<file path="src/rtl/instr_word_encoder_if.sv">
// Field-bundle handshake between the program source and instr_word_encoder.
// The master drives one decoded instruction per accepted cycle; the slave
// (the encoder) answers with in_ready.
interface instr_word_encoder_if;
  logic        in_valid;
  logic        in_ready;
  logic        in_nop;
  logic [3:0]  in_cond;
  logic [2:0]  in_class;
  logic [3:0]  in_opcode;
  logic        in_s;
  logic        in_byte;
  logic        in_link;
  logic [3:0]  in_rn;
  logic [3:0]  in_rd;
  logic [11:0] in_operand;
  logic [23:0] in_offset;

  modport master (
    output in_valid, in_nop, in_cond, in_class, in_opcode, in_s, in_byte,
           in_link, in_rn, in_rd, in_operand, in_offset,
    input  in_ready
  );

  modport slave (
    input  in_valid, in_nop, in_cond, in_class, in_opcode, in_s, in_byte,
           in_link, in_rn, in_rd, in_operand, in_offset,
    output in_ready
  );
endinterface

</file>
<file path="src/rtl/instr_word_encoder.sv">
// instr_word_encoder: packs instruction field bundles into 32-bit ARM-format
// words and writes each word big-endian, one byte per cycle, to a byte-wide
// instruction RAM write port. Acts as program loader ahead of the IF stage.
// Optional feature macro: INSTR_ENC_CHECKSUM_EN adds a running XOR of every
// completed word on the checksum output.
module instr_word_encoder #(
  parameter int ADDR_W      = 8,
  parameter int BASE_ADDR   = 0,
  parameter int DEPTH_WORDS = 64
) (
  input  logic                clk,
  input  logic                reset_n,
  input  logic                load_start,
  instr_word_encoder_if.slave bus,
  output logic [ADDR_W-1:0]   mem_addr,
  output logic [7:0]          mem_data,
  output logic                mem_we,
  output logic [ADDR_W-2:0]   word_count,
  output logic                full,
  output logic                err
`ifdef INSTR_ENC_CHECKSUM_EN
  ,
  output logic [31:0]         checksum
`endif
);

  localparam logic [ADDR_W-1:0] BASE_A   = ADDR_W'(BASE_ADDR);
  localparam logic [ADDR_W-2:0] DEPTH_C  = (ADDR_W-1)'(DEPTH_WORDS);
  localparam logic [ADDR_W-1:0] ADDR_ONE = {{(ADDR_W-1){1'b0}}, 1'b1};
  localparam logic [ADDR_W-2:0] CNT_ONE  = {{(ADDR_W-2){1'b0}}, 1'b1};
  localparam logic [ADDR_W-2:0] CNT_ZERO = {(ADDR_W-1){1'b0}};

  typedef enum logic [2:0] {
    S_IDLE = 3'd0,
    S_B0   = 3'd1,
    S_B1   = 3'd2,
    S_B2   = 3'd3,
    S_B3   = 3'd4,
    S_FULL = 3'd5
  } state_t;

  // Pack one field bundle into its 32-bit instruction word.
  function automatic logic [31:0] encode_word(
    input logic        nop,
    input logic [3:0]  cond,
    input logic [2:0]  cls,
    input logic [3:0]  opcode,
    input logic        s,
    input logic        byte_b,
    input logic        link,
    input logic [3:0]  rn,
    input logic [3:0]  rd,
    input logic [11:0] operand,
    input logic [23:0] offset
  );
    logic [31:0] w;
    if (nop) begin
      w = 32'h0000_0000;
    end else begin
      case (cls)
        // Load/store: pre-indexed, up, no write-back
        3'b010, 3'b011: w = {cond, cls, 1'b1, 1'b1, byte_b, 1'b0, s, rn, rd, operand};
        3'b101:         w = {cond, cls, link, offset};
        // Data processing and block transfer share one layout
        default:        w = {cond, cls, opcode, s, rn, rd, operand};
      endcase
    end
    return w;
  endfunction

  state_t            state_q, state_d;
  logic [31:0]       word_q, word_d;
  logic [ADDR_W-1:0] addr_q, addr_d;
  logic [7:0]        data_q, data_d;
  logic              we_q, we_d;
  logic [ADDR_W-2:0] count_q, count_d;
  logic              full_q, full_d;
  logic              err_q, err_d;

  logic              ready_s;
  logic              accept_s;
  logic              illegal_s;
  logic              writing_s;
  logic [ADDR_W-2:0] count_inc_s;
  logic [31:0]       encoded_s;

  assign ready_s     = (state_q == S_IDLE) & ~full_q & ~load_start;
  assign accept_s    = bus.in_valid & ready_s;
  assign illegal_s   = ~bus.in_nop & (bus.in_class[2:1] == 2'b11);
  assign writing_s   = (state_q == S_B0) | (state_q == S_B1) |
                       (state_q == S_B2) | (state_q == S_B3);
  assign count_inc_s = count_q + CNT_ONE;
  assign encoded_s   = encode_word(bus.in_nop, bus.in_cond, bus.in_class, bus.in_opcode,
                                   bus.in_s, bus.in_byte, bus.in_link, bus.in_rn,
                                   bus.in_rd, bus.in_operand, bus.in_offset);

  // State register for the byte-sequencing FSM.
  always_ff @(posedge clk or negedge reset_n) begin
    if (!reset_n) begin
      state_q <= S_IDLE;
    end else begin
      state_q <= state_d;
    end
  end

  // Next state: load_start rewinds from anywhere, otherwise walk B0..B3.
  always_comb begin
    state_d = state_q;
    if (load_start) begin
      state_d = S_IDLE;
    end else begin
      case (state_q)
        S_IDLE: begin
          if (accept_s & ~illegal_s) state_d = S_B0;
          else                       state_d = S_IDLE;
        end
        S_B0:   state_d = S_B1;
        S_B1:   state_d = S_B2;
        S_B2:   state_d = S_B3;
        S_B3: begin
          if (count_inc_s == DEPTH_C) state_d = S_FULL;
          else                        state_d = S_IDLE;
        end
        S_FULL: state_d = S_FULL;
        default: state_d = S_IDLE;
      endcase
    end
  end

  // Output/datapath next values; the write strobe and byte follow state_d
  // so they appear registered on the cycle the FSM is in that byte state.
  always_comb begin
    word_d  = word_q;
    addr_d  = addr_q;
    count_d = count_q;
    full_d  = full_q;
    err_d   = 1'b0;
    if (load_start) begin
      addr_d  = BASE_A;
      count_d = CNT_ZERO;
      full_d  = 1'b0;
    end else begin
      if (accept_s & ~illegal_s) word_d = encoded_s;
      else                       word_d = word_q;
      if (writing_s) addr_d = addr_q + ADDR_ONE;
      else           addr_d = addr_q;
      if (state_q == S_B3) begin
        count_d = count_inc_s;
        full_d  = (count_inc_s == DEPTH_C);
      end else begin
        count_d = count_q;
        full_d  = full_q;
      end
      err_d = accept_s & illegal_s;
    end
    case (state_d)
      S_B0:    begin we_d = 1'b1; data_d = word_d[31:24]; end
      S_B1:    begin we_d = 1'b1; data_d = word_d[23:16]; end
      S_B2:    begin we_d = 1'b1; data_d = word_d[15:8];  end
      S_B3:    begin we_d = 1'b1; data_d = word_d[7:0];   end
      default: begin we_d = 1'b0; data_d = 8'h00;         end
    endcase
  end

  // Registered datapath and outputs.
  always_ff @(posedge clk or negedge reset_n) begin
    if (!reset_n) begin
      word_q  <= 32'h0000_0000;
      addr_q  <= BASE_A;
      data_q  <= 8'h00;
      we_q    <= 1'b0;
      count_q <= CNT_ZERO;
      full_q  <= 1'b0;
      err_q   <= 1'b0;
    end else begin
      word_q  <= word_d;
      addr_q  <= addr_d;
      data_q  <= data_d;
      we_q    <= we_d;
      count_q <= count_d;
      full_q  <= full_d;
      err_q   <= err_d;
    end
  end

`ifdef INSTR_ENC_CHECKSUM_EN
  logic [31:0] cks_q, cks_d;

  // Fold each word in on its final byte; abandoned words never reach B3 commit.
  always_comb begin
    if (load_start)            cks_d = 32'h0000_0000;
    else if (state_q == S_B3)  cks_d = cks_q ^ word_q;
    else                       cks_d = cks_q;
  end

  // Checksum register.
  always_ff @(posedge clk or negedge reset_n) begin
    if (!reset_n) begin
      cks_q <= 32'h0000_0000;
    end else begin
      cks_q <= cks_d;
    end
  end

  assign checksum = cks_q;
`endif

  assign bus.in_ready = ready_s;
  assign mem_addr     = addr_q;
  assign mem_data     = data_q;
  assign mem_we       = we_q;
  assign word_count   = count_q;
  assign full         = full_q;
  assign err          = err_q;

endmodule
</file>
<file path="src/flat_wrapper.sv">
// flat-port wrapper written by rule: the top's interface ports become plain ports
module instr_word_encoder_flat 
#(
  parameter int ADDR_W      = 8,
  parameter int BASE_ADDR   = 0,
  parameter int DEPTH_WORDS = 64
)
  (clk, reset_n, load_start, mem_addr, mem_data, mem_we, word_count, full, err, bus_in_valid, bus_in_nop, bus_in_cond, bus_in_class, bus_in_opcode, bus_in_s, bus_in_byte, bus_in_link, bus_in_rn, bus_in_rd, bus_in_operand, bus_in_offset, bus_in_ready);
  instr_word_encoder_if bus_i ();
  input  logic clk;
  input  logic reset_n;
  input  logic load_start;
  output logic [ADDR_W-1:0] mem_addr;
  output logic [7:0] mem_data;
  output logic mem_we;
  output logic [ADDR_W-2:0] word_count;
  output logic full;
  output logic err;
  input wire logic [$bits(bus_i.in_valid)-1:0] bus_in_valid;
  input wire logic [$bits(bus_i.in_nop)-1:0] bus_in_nop;
  input wire logic [$bits(bus_i.in_cond)-1:0] bus_in_cond;
  input wire logic [$bits(bus_i.in_class)-1:0] bus_in_class;
  input wire logic [$bits(bus_i.in_opcode)-1:0] bus_in_opcode;
  input wire logic [$bits(bus_i.in_s)-1:0] bus_in_s;
  input wire logic [$bits(bus_i.in_byte)-1:0] bus_in_byte;
  input wire logic [$bits(bus_i.in_link)-1:0] bus_in_link;
  input wire logic [$bits(bus_i.in_rn)-1:0] bus_in_rn;
  input wire logic [$bits(bus_i.in_rd)-1:0] bus_in_rd;
  input wire logic [$bits(bus_i.in_operand)-1:0] bus_in_operand;
  input wire logic [$bits(bus_i.in_offset)-1:0] bus_in_offset;
  output wire logic [$bits(bus_i.in_ready)-1:0] bus_in_ready;
  assign bus_i.in_valid = bus_in_valid;
  assign bus_i.in_nop = bus_in_nop;
  assign bus_i.in_cond = bus_in_cond;
  assign bus_i.in_class = bus_in_class;
  assign bus_i.in_opcode = bus_in_opcode;
  assign bus_i.in_s = bus_in_s;
  assign bus_i.in_byte = bus_in_byte;
  assign bus_i.in_link = bus_in_link;
  assign bus_i.in_rn = bus_in_rn;
  assign bus_i.in_rd = bus_in_rd;
  assign bus_i.in_operand = bus_in_operand;
  assign bus_i.in_offset = bus_in_offset;
  assign bus_in_ready = bus_i.in_ready;
  instr_word_encoder #(.ADDR_W(ADDR_W), .BASE_ADDR(BASE_ADDR), .DEPTH_WORDS(DEPTH_WORDS)) u_core (.clk(clk), .reset_n(reset_n), .load_start(load_start), .bus(bus_i), .mem_addr(mem_addr), .mem_data(mem_data), .mem_we(mem_we), .word_count(word_count), .full(full), .err(err));
endmodule
</file>
<file path="config.mk">
export PLATFORM = sky130hd
export DESIGN_NAME = instr_word_encoder_flat
export DESIGN_NICKNAME = d
export VERILOG_FILES = /design/src/rtl/instr_word_encoder_if.sv /design/src/rtl/instr_word_encoder.sv /design/src/flat_wrapper.sv
export SDC_FILE = /design/constraint.sdc
export NUM_CORES = 1
export LEC_CHECK = 0
export CORE_MARGIN = 10
export CORE_UTILIZATION = 50
export DETAILED_ROUTE_END_ITERATION = 10
export GPL_TIMING_DRIVEN = 1
export PLACE_DENSITY_LB_ADDON = 0.1
export SLEW_MARGIN = 20
export SYNTH_ARGS = -nofsm -noshare
export SYNTH_HDL_FRONTEND = slang
export SYNTH_SLANG_ARGS = --single-unit
</file>
<file path="constraint.sdc">
create_clock -name clk -period 5 [get_ports clk]
set_clock_uncertainty 0.2 [all_clocks]
set_input_delay 1 -clock clk [delete_from_list [all_inputs] [get_ports clk]]
set_output_delay 1 -clock clk [all_outputs]
set_load 0.03 [all_outputs]
</file>
Word level (Yosys, flattened, before mapping)
Index checks and enable logic that the tools add are counted.
- add/sub/neg operators: 2
- equality and inequality tests: 14
- mux-type cells: 17
- bitwise gates (word level): 13
- reductions and logical operators: 5
- operators by type and width (operator ; number):
    $mux 32 ; 3
    $pmux 25 s2 ; 1
    $pmux 8 s4 ; 1
    $eq 3x2->1 const B ; 6
    $pmux 3 s6 ; 1
    $mux 8 ; 2
    $mux 7 ; 2
    $eq 3x3->1 const B ; 4
    $add 8x1->8 const B ; 1
    $add 7x1->7 const B ; 1
    $eq 7x7->1 const B ; 1
    $and 1x1->1 ; 6
    $eq 3x1->1 const B ; 2
    $mux 3 ; 2
    $mux 1 ; 5
    $not 1->1 ; 4
    $reduce_bool 2->1 ; 2
    $reduce_or 4->1 ; 1
    $logic_not 3->1 ; 1
    $or 1x1->1 ; 3
    $eq 2x2->1 const B ; 1
    $reduce_or 2->1 ; 1
- bits in registers: 61
- bits of input ports: 63
- output and inout port bits: 27
- word-level logic and storage cells: 59

Logic depth before layout (Yosys ltp)
Gate-level depths: netlist of the first run.
- word-level depth: 11
- depth in mapped cells: 8

Least setup slack after synthesis of the first run
Ideal clock, no wire load.
- path type: input -> output
- from: input port load_start
- to: output port bus_in_ready
- data arrival time: 2057 ps
- setup slack: 1743 ps
- stages on the path: 3
- buffers on the path: 1
- cell sequence: or4_4 > clkbuf_1 > nor2_1
- cells in the longest elaborated chain, start to end: 2
- ends and longest elaborated chain (item ; RTL line ; source):
    start: declaration ; flat_wrapper.sv:12 ; input logic load_start;
    $not 1->1 ; instr_word_encoder.sv:87 ; assign ready_s = (state_q == S_IDLE) & ~full_q & ~load_start;
    $and 1x1->1 ; instr_word_encoder.sv:87 ;
    end: declaration ; flat_wrapper.sv:31 ; output wire logic [$bits(bus_i.in_ready)-1:0] bus_in_ready;
Every way passes these cells.

Worst setup path after layout of the first run
Ends and elaborated chain as after synthesis.

==> impl_metrics.env, run 1 <==
export IMPL_post_route_period_util_pct=79.4
export IMPL_cp_max_fo=13
export IMPL_synthArstFlopShare_pct=100
export IMPL_maxSlewViolCount=0
export IMPL_grt_pass1_wl_microns=13400
export IMPL_diodes=0
export IMPL_cpMostUsedCell="clkdlybuf4s50_1"
export IMPL_start_util_pct=52.7
export IMPL_slew_headroom_pct=43.6
export IMPL_routed_wl_microns=8100
export IMPL_power_leakage_nw=1.75
export IMPL_portBuffers=89
export IMPL_worst_slack_ns=1.03
export IMPL_antenna_left=0
export IMPL_rsz0062_at_grt="false"
export IMPL_syn2layout_area_growth_pct=33.1
export IMPL_maxCapViolCount=0
export IMPL_crit_path_start_kind="input pin"
export IMPL_ys_seq_area_share_pct=44.9
export IMPL_antenna_found_initial=0
export IMPL_ir_drop_v=0.000193
export IMPL_numCtsBuffers=5
export IMPL_synth_edf_count=0
export IMPL_cp_end_kind="output port"
export IMPL_drc=0
export IMPL_drt_initial_drc_count=87
export IMPL_path_class="in -> out"
export IMPL_fp_dieW_microns=96.9
export IMPL_min_path_type="reg -> reg"
export IMPL_cts_max_level=2
export IMPL_dp_cells=424
export IMPL_whs_endpoint="u_core.word_q[10]"
export IMPL_layout_drive_gt1_share_pct=8.33
export IMPL_track_usage_pct=17.0
export IMPL_rrSetupSlack_ns=2.02
export IMPL_cp_slowest_cell="clkdlybuf4s50_1"
export IMPL_dr_pass1_iters=4
export IMPL_power_per_cell_area_nw_per_um2=259
export IMPL_multi_input_area_sq_um=1460
export IMPL_status="finished clean"
export IMPL_post_cts_buffers=0
export IMPL_root_buffer="clkbuf_8"
export IMPL_rows=27
export IMPL_cts_buffer_depth=2
export IMPL_hold_slack_ns=0.306
export IMPL_ys_flop_type="dfrtp_1"
export IMPL_syn_area_per_cell_sq_um=10.5
export IMPL_netlist_top_cells_area="dfrtp_1, mux2i_1, o2bb2ai_2"
export IMPL_final_hold_viol_count=0
export IMPL_critical_path_arrival_ns=2.77
export IMPL_detail_route_wl_per_cell_microns=18.7
export IMPL_syn_nets=348
export IMPL_cts_tree="yes"
export IMPL_fin_cells=432
export IMPL_ys_ff_latch=53
export IMPL_synth_cell_types=52
export IMPL_min_path_cells=1
export IMPL_grt_pass1_vias=2551
export IMPL_crit_chain="clkdlybuf4s50_1, or4_4, nor2_1, clkdlybuf4s50_1"
export IMPL_num_nets_final=425
export IMPL_worstHoldStart="u_core.word_q[10]"
export IMPL_place_detailed_hpwl_microns=6090
export IMPL_synth_cell_area_sq_um=2950
export IMPL_vias=2444
export IMPL_dpl_worst_slack_ns=0.981
export IMPL_vias_per_cell=5.66
export IMPL_fin_setup_tns_ns=0
export IMPL_layout_area_seq_sq_um=1330
export IMPL_ys_warn_count=0
export IMPL_max_freq_mhz=252
export IMPL_ys_top_cells_by_count="dfrtp_1, mux2i_1, nand2_1"
export IMPL_core_area_sq_um=5610
export IMPL_clock_sinks=53
export IMPL_dieHeight_microns=96.9
export IMPL_gr_total_overflow=0
export IMPL_setup_viol_count_final=0
export IMPL_rr_worst_depth=6
export IMPL_worstSkewPairLatency_ns=0.32
export IMPL_die_area_sq_um=9380
export IMPL_slowest_delay_ns=0.68
export IMPL_worst_setup_hold_path_clk_slew_ns=0.09
export IMPL_fill_cells=448
export IMPL_ctsResizeCount=0
export IMPL_r2r_start="u_core.state_q[1]"
export IMPL_ctsHoldBuffers=0
export IMPL_grt_max_degree=54
export IMPL_yosysMostFrequentCell="dfrtp_1"
export IMPL_ios=90
export IMPL_syn_inst=282
export IMPL_fin_crit_ns=3.97
export IMPL_worstReg2RegEnd="u_core.mem_data[5]"
export IMPL_synth_top_area_cell="dfrtp_1"
export IMPL_synth_top_cell_area_share_pct=44.9
export IMPL_worst_slew_pin_transition_ns=0.844
export IMPL_crit_required_ns=3.80
export IMPL_gp_congestion=0.878
==> worst max-delay path by stage <==
| stage | startpoint | end | slack [ns] | depth (start not counted) |
|---|---|---|---|---|
| global placement | load_start | bus_in_ready | 1.05 | 4 |
| floorplan | load_start | bus_in_ready | 1.74 | 3 |
| global route | load_start | bus_in_ready | 0.98 | 4 |
| CTS | load_start | bus_in_ready | 1.04 | 4 |
| detailed placement | bus_in_nop | u_core.mem_data[3] | 0.98 | 6 |
| finish | load_start | bus_in_ready | 1.03 | 4 |
==> sequential cells by signal, summed over array words and instances, names as in the netlist <==
register / cells
u_core.state_q: 3
u_core.word_count: 7
u_core.word_q: 24
u_core.full: 1
u_core.err: 1
u_core.mem_addr: 8
u_core.mem_data: 8
u_core.mem_we: 1
==> worst max-delay path, delay by kind of cell <==
family                 cells  cell delay [ns]
buffers and inverters      2             1.11
and+or+nand+nor            2             0.66
==> kinds of logic (layout without fill, tap and decap cells) <==
logic type	Yosys count	count (layout)	synth area share (%)
compound gates	78	78	22.1
simple gates	72	72	13.1
flops	53	53	44.9
buf+inv	36	114	5.76
mux	24	24	8.14
xor+xnor	16	16	4.75
fa+ha+maj	3	3	1.27
==> layout make-up <==
class / count / area share [%]
multi-input combinational: 193 / 37.2
sequential: 53 / 33.7
timing repair buffer: 94 / 23.5
tap: 72 / 2.29
clock buffer: 7 / 1.94
inverter: 12 / 1.15
clock inverter: 1 / 0.191
==> cell usage in the layout, fill, tap and decap left out, drive strengths merged, types with 9 or more instances in the layout <==
cell type | netlist | final
o31ai | 16 | 16
clkdlybuf4s50 | 0 | 88
nor2 | 17 | 17
inv | 11 | 11
xnor2 | 9 | 9
mux2i | 24 | 24
dfrtp | 53 | 53
nand2 | 18 | 18
a21oi | 9 | 9
==> stage by stage <==
step / instance area (sq um) / utilization, % / power [mW]
6_report: 3930 / 70.1 / 1.02
3_5_place_dp: 3840 / 68.5 / 0.786
3_3_place_gp: 3840 / 68.5 / 0.777
4_1_cts: 3930 / 70.0 / 1.02
2_1_floorplan: 2950 / - / 0.673
5_1_grt: 3930 / 70.1 / 1.07
==> layer usage <==
| metal | track usage [%] | part of all wire, % |
|---|---|---|
| met1 | 20.9 | 44 |
| met3 | 4.26 | 4.7 |
| met5 | 0 | 0 |
| met4 | 5.19 | 1.1 |
| met2 | 28.6 | 50 |
==> power breakdown <==
part	switching (mW)	internal, mW
combinational	0.142	0.131
clock	0.143	0.0994
sequential	0.0253	0.478
total	0.310	0.709
(Power assumes the default switching activity.)
==> run 2, diff against run 1 <==
--- a/config.mk
+++ b/config.mk
@@ -6,7 +6,7 @@
 export NUM_CORES = 1
 export LEC_CHECK = 0
 export CORE_MARGIN = 10
-export CORE_UTILIZATION = 50
+export CORE_UTILIZATION = 42
 export DETAILED_ROUTE_END_ITERATION = 10
 export GPL_TIMING_DRIVEN = 1
 export PLACE_DENSITY_LB_ADDON = 0.1
==> constraint.sdc (replaced) <==
create_clock -name clk -period 3.5 [get_ports clk]
set_clock_uncertainty 0.2 [all_clocks]
set_input_delay 0.7 -clock clk [delete_from_list [all_inputs] [get_ports clk]]
set_output_delay 0.7 -clock clk [all_outputs]
set_load 0.03 [all_outputs]
==> impl_metrics.env, run 2 (same netlist as run 1, synthesis figures left out) <==
export IMPL_status="finished clean"
export IMPL_ios=90
export IMPL_fp_dieW_microns=104
export IMPL_rsz0062_at_grt="false"
export IMPL_routed_wl_microns=8630
export IMPL_dieHeight_microns=104
export IMPL_crit_chain="clkdlybuf4s50_1, or4_4, or3_1, buf_4, o31ai_1, a22oi_1, o311ai_2"
export IMPL_syn2layout_area_growth_pct=37.3
export IMPL_power_leakage_nw=1.81
export IMPL_gr_max_usage_layer="met2"
export IMPL_portBuffers=89
export IMPL_rows=30
export IMPL_numCtsBuffers=5
export IMPL_most_common_layout_cells="clkdlybuf4s50_1, dfrtp_1, mux2i_1"
export IMPL_root_buffer="clkbuf_8"
export IMPL_grt_util_met3_pct=4.03
export IMPL_place_detailed_hpwl_microns=6520
export IMPL_start_util_pct=43.2
export IMPL_critical_path_arrival_ns=2.95
export IMPL_fin_cells=463
export IMPL_crit_buf_inv=2
export IMPL_ctsResizeCount=0
export IMPL_cp_max_fo=25
export IMPL_placed_cell_area_sq_um=3930
export IMPL_dr_pass1_iters=4
export IMPL_worst_setup_hold_path_clk_slew_ns=0.10
export IMPL_drc=0
export IMPL_setup_viol_count_final=0
export IMPL_dp_cells=455
export IMPL_largest_reg_flops=24
export IMPL_post_cts_buffers=0
export IMPL_maxSlewViolCount=0
export IMPL_crit_path_start_kind="input pin"
export IMPL_max_freq_mhz=340
export IMPL_die_area_sq_um=10800
export IMPL_crit_required_ns=3.51
export IMPL_fin_setup_tns_ns=0
export IMPL_slew_headroom_pct=66.0
export IMPL_num_nets_final=432
export IMPL_ir_drop_v=0.000201
export IMPL_cts_max_level=2
export IMPL_use_met1_pct=19.3
export IMPL_detail_route_wl_per_cell_microns=18.6
export IMPL_track_usage_pct=15.8
export IMPL_final_hold_viol_count=0
export IMPL_worst_slew_pin_transition_ns=0.510
export IMPL_mostFrequentLayoutCell="clkdlybuf4s50_1"
export IMPL_worstSkewPairLatency_ns=0.30
export IMPL_power_per_cell_area_nw_per_um2=385
export IMPL_grt_max_degree=35
export IMPL_cp_top_family="simple AND/OR/NAND/NOR gates"
export IMPL_grt_pass1_wl_microns=14100
export IMPL_cp_slowest_cell="or4_4"
export IMPL_hold_slack_ns=0.139
export IMPL_cts_tree="yes"
export IMPL_clock_sinks=53
export IMPL_gp_congestion=0.857
export IMPL_path_class="in -> reg"
export IMPL_fill_cells=642
export IMPL_antenna_left=0
export IMPL_vias_per_cell=5.41
export IMPL_use_met2_pct=26.1
export IMPL_cp_end_kind="flip-flop"
export IMPL_core_area_sq_um=6830
export IMPL_layout_drive_gt1_share_pct=10.6
export IMPL_slowest_delay_ns=0.53
export IMPL_drt_initial_drc_count=133
export IMPL_cts_buffer_depth=2
export IMPL_final_area_sq_um=4050
export IMPL_min_path_type="in -> async"
export IMPL_grt_pass1_vias=2641
export IMPL_maxCapViolCount=0
export IMPL_top_register="u_core.word_q"
export IMPL_vias=2506
export IMPL_ctsHoldBuffers=0
export IMPL_diodes=0
export IMPL_gr_total_overflow=0
export IMPL_post_route_period_util_pct=83.9
export IMPL_fin_crit_ns=2.94
export IMPL_antenna_found_initial=0
[run 2: layer usage]
layer | wire length, microns | share of wire (%)
met1 | 3670 | 43
met2 | 4320 | 50
met3 | 483 | 5.6
met5 | 0 | 0
met4 | 160 | 1.9
[run 2: area by class of cell]
cell class | count | area [sq um] | area share (%)
well taps | 96 | 120 | 2.96
multi-input cells | 193 | 1460 | 35.9
clock buffers | 6 | 82.6 | 2.04
repair buffers | 101 | 986 | 24.3
inverters | 12 | 45.0 | 1.11
flip-flops and latches | 53 | 1330 | 32.7
clock inverters | 2 | 37.5 | 0.926
[run 2: path summary, 6_finish.rpt]
check / startpoint / to / slack, ns / depth (start not counted)
worst max-delay path: load_start / u_core.mem_data[4] / 0.56 / 7
worst min-delay path: reset_n / u_core.err / 0.14 / 1
worst max register to register: u_core.state_q[1] / u_core.mem_data[4] / 0.72 / 6
worst min register to register: u_core.word_q[10] / u_core.word_q[10] / 0.30 / 1
max in group asynchronous: reset_n / u_core.word_q[13] / 2.14 / 2
min in group clk: u_core.word_q[10] / u_core.word_q[10] / 0.30 / 1
[run 2: power breakdown]
part | total, mW | switching (mW) | internal, mW
clock network | 0.436 | 0.204 | 0.233
registers | 0.722 | 0.0386 | 0.683
logic | 0.404 | 0.210 | 0.193
[run 2: metrics by stage]
step / setup WS (ns) / util, % / total power, mW
after floorplan: 0.843 / - / 0.961
after global placement: 0.362 / 57.6 / 1.13
after detailed placement: 0.271 / 57.6 / 1.14
after CTS: 0.598 / 59.3 / 1.57
after global routing: 0.429 / 59.3 / 1.64
final: 0.563 / 59.3 / 1.56
==> run 3, diff against run 2 <==
==> constraint.sdc (replaced) <==
create_clock -name clk -period 2.6 [get_ports clk]
set_clock_uncertainty 0.2 [all_clocks]
set_input_delay 0.52 -clock clk [delete_from_list [all_inputs] [get_ports clk]]
set_output_delay 0.52 -clock clk [all_outputs]
set_load 0.03 [all_outputs]
==> impl_metrics.env, run 3 (same netlist as run 1, synthesis figures left out) <==
export IMPL_grt_pass1_wl_microns=14100
export IMPL_detail_route_wl_per_cell_microns=18.1
export IMPL_gp_congestion=0.835
export IMPL_max_freq_mhz=414
export IMPL_cp_top_family="simple AND/OR/NAND/NOR gates"
export IMPL_die_area_sq_um=10800
export IMPL_rows=30
export IMPL_cpMostUsedCell="or4_4"
export IMPL_critical_path_arrival_ns=2.42
export IMPL_fp_dieW_microns=104
export IMPL_final_hold_viol_count=0
export IMPL_diodes=0
export IMPL_slowest_delay_ns=0.64
export IMPL_track_usage_pct=15.7
export IMPL_maxSlewViolCount=0
export IMPL_antenna_left=0
export IMPL_cts_max_level=2
export IMPL_grt_max_degree=23
export IMPL_drc=0
export IMPL_fin_crit_ns=2.41
export IMPL_numCtsBuffers=5
export IMPL_worst_setup_hold_path_clk_slew_ns=0.09
export IMPL_syn2layout_area_growth_pct=42.7
export IMPL_worst_slack_ns=0.186
export IMPL_layout_drive_gt1_share_pct=15.5
export IMPL_power_per_cell_area_nw_per_um2=483
export IMPL_routed_wl_microns=8760
export IMPL_start_util_pct=43.2
export IMPL_post_route_period_util_pct=92.8
export IMPL_rsz0062_at_grt="false"
export IMPL_most_common_layout_cells="clkdlybuf4s50_1, dfrtp_1, buf_4"
export IMPL_crit_path_start_kind="flip-flop"
export IMPL_dpl_worst_slack_ns=-0.261
export IMPL_largest_reg_flops=24
export IMPL_cts_tree="yes"
export IMPL_worst_slew_pin_transition_ns=0.504
export IMPL_vias=2575
export IMPL_grt_pass1_vias=2688
export IMPL_drt_initial_drc_count=144
export IMPL_crit_chain="or4_4, or4_4, o21a_1, o311ai_1"
export IMPL_placed_cell_area_sq_um=4090
export IMPL_worstSkewPairLatency_ns=0.31
export IMPL_top_register="u_core.word_q"
export IMPL_cts_buffer_depth=2
export IMPL_power_leakage_nw=1.91
export IMPL_status="finished clean"
export IMPL_core_area_sq_um=6830
export IMPL_final_area_sq_um=4210
export IMPL_cp_slowest_cell="or4_4"
export IMPL_mostFrequentLayoutCell="clkdlybuf4s50_1"
export IMPL_cp_max_fo=15
export IMPL_crit_buf_inv=0
export IMPL_root_buffer="clkbuf_8"
export IMPL_crit_required_ns=2.61
export IMPL_ios=90
export IMPL_path_class="reg -> reg"
export IMPL_slew_headroom_pct=66.4
export IMPL_place_detailed_hpwl_microns=6750
export IMPL_dieHeight_microns=104
export IMPL_min_path_type="reg -> reg"
export IMPL_gr_total_overflow=0
export IMPL_setup_viol_count_final=0
export IMPL_portBuffers=89
export IMPL_num_nets_final=453
export IMPL_ir_drop_v=0.000311
export IMPL_cp_end_kind="flip-flop"
export IMPL_clock_sinks=53
export IMPL_vias_per_cell=5.32
export IMPL_antenna_found_initial=0
export IMPL_dr_pass1_iters=4
export IMPL_maxCapViolCount=0
-- run 3: metrics by stage --
step                      setup TNS (ns)  cells  power, mW  util (%)  hold WS [ns]
after floorplan                        0    282       1.29         -        0.0244
after global placement             -2.64    474       1.56      59.9         0.259
after detailed placement           -3.18    474       1.58      59.9         0.264
after CTS                              0    483       2.04      61.3         0.308
after global routing                   0    484       2.14      61.7         0.317
final                                  0    484       2.03      61.7         0.305
-- run 3: final cells by class --
type / count / area [sq um]
well taps: 96 / 120
inverters: 12 / 45.0
multi-input cells: 193 / 1470
fillers: 618 / 2620
flip-flops and latches: 53 / 1330
clock buffers: 6 / 72.6
clock inverters: 2 / 15.0
repair buffers: 122 / 1170
-- run 3: metal layers --
| layer | vias up | global-route usage [%] | share of wire, % |
|---|---|---|---|
| met3 | 9 | 3.22 | 3.9 |
| met4 | 0 | 3.28 | 0.94 |
| met1 | 1241 | 19.9 | 45 |
| li1 | 1243 | - | - |
| met5 | - | 0 | 0 |
| met2 | 82 | 26.9 | 50 |
-- run 3: repair_timing --
item	CTS	global route
hold endpoints to repair	15	0
hold buffers	1	0
endpoints found under the setup margin	0	4
gates resized for setup	0	5
setup buffers	0	1
-- run 3: worst paths after layout --
check	start	endpoint	slack, ns	cells past startpoint
worst min-delay path	u_core.word_q[14]	u_core.word_q[14]	0.30	1
worst min register to register	u_core.word_q[14]	u_core.word_q[14]	0.30	1
max in group asynchronous	reset_n	u_core.word_q[13]	1.10	3
min in group asynchronous	reset_n	u_core.err	0.46	2
worst max register to register	u_core.state_q[1]	u_core.mem_data[0]	0.19	4
worst max-delay path	u_core.state_q[1]	u_core.mem_data[0]	0.19	4
-- run 3: where the power goes --
group,internal [mW],switching [mW]
clock network,0.190,0.273
logic,0.307,0.299
registers,0.920,0.0448
total,1.42,0.617
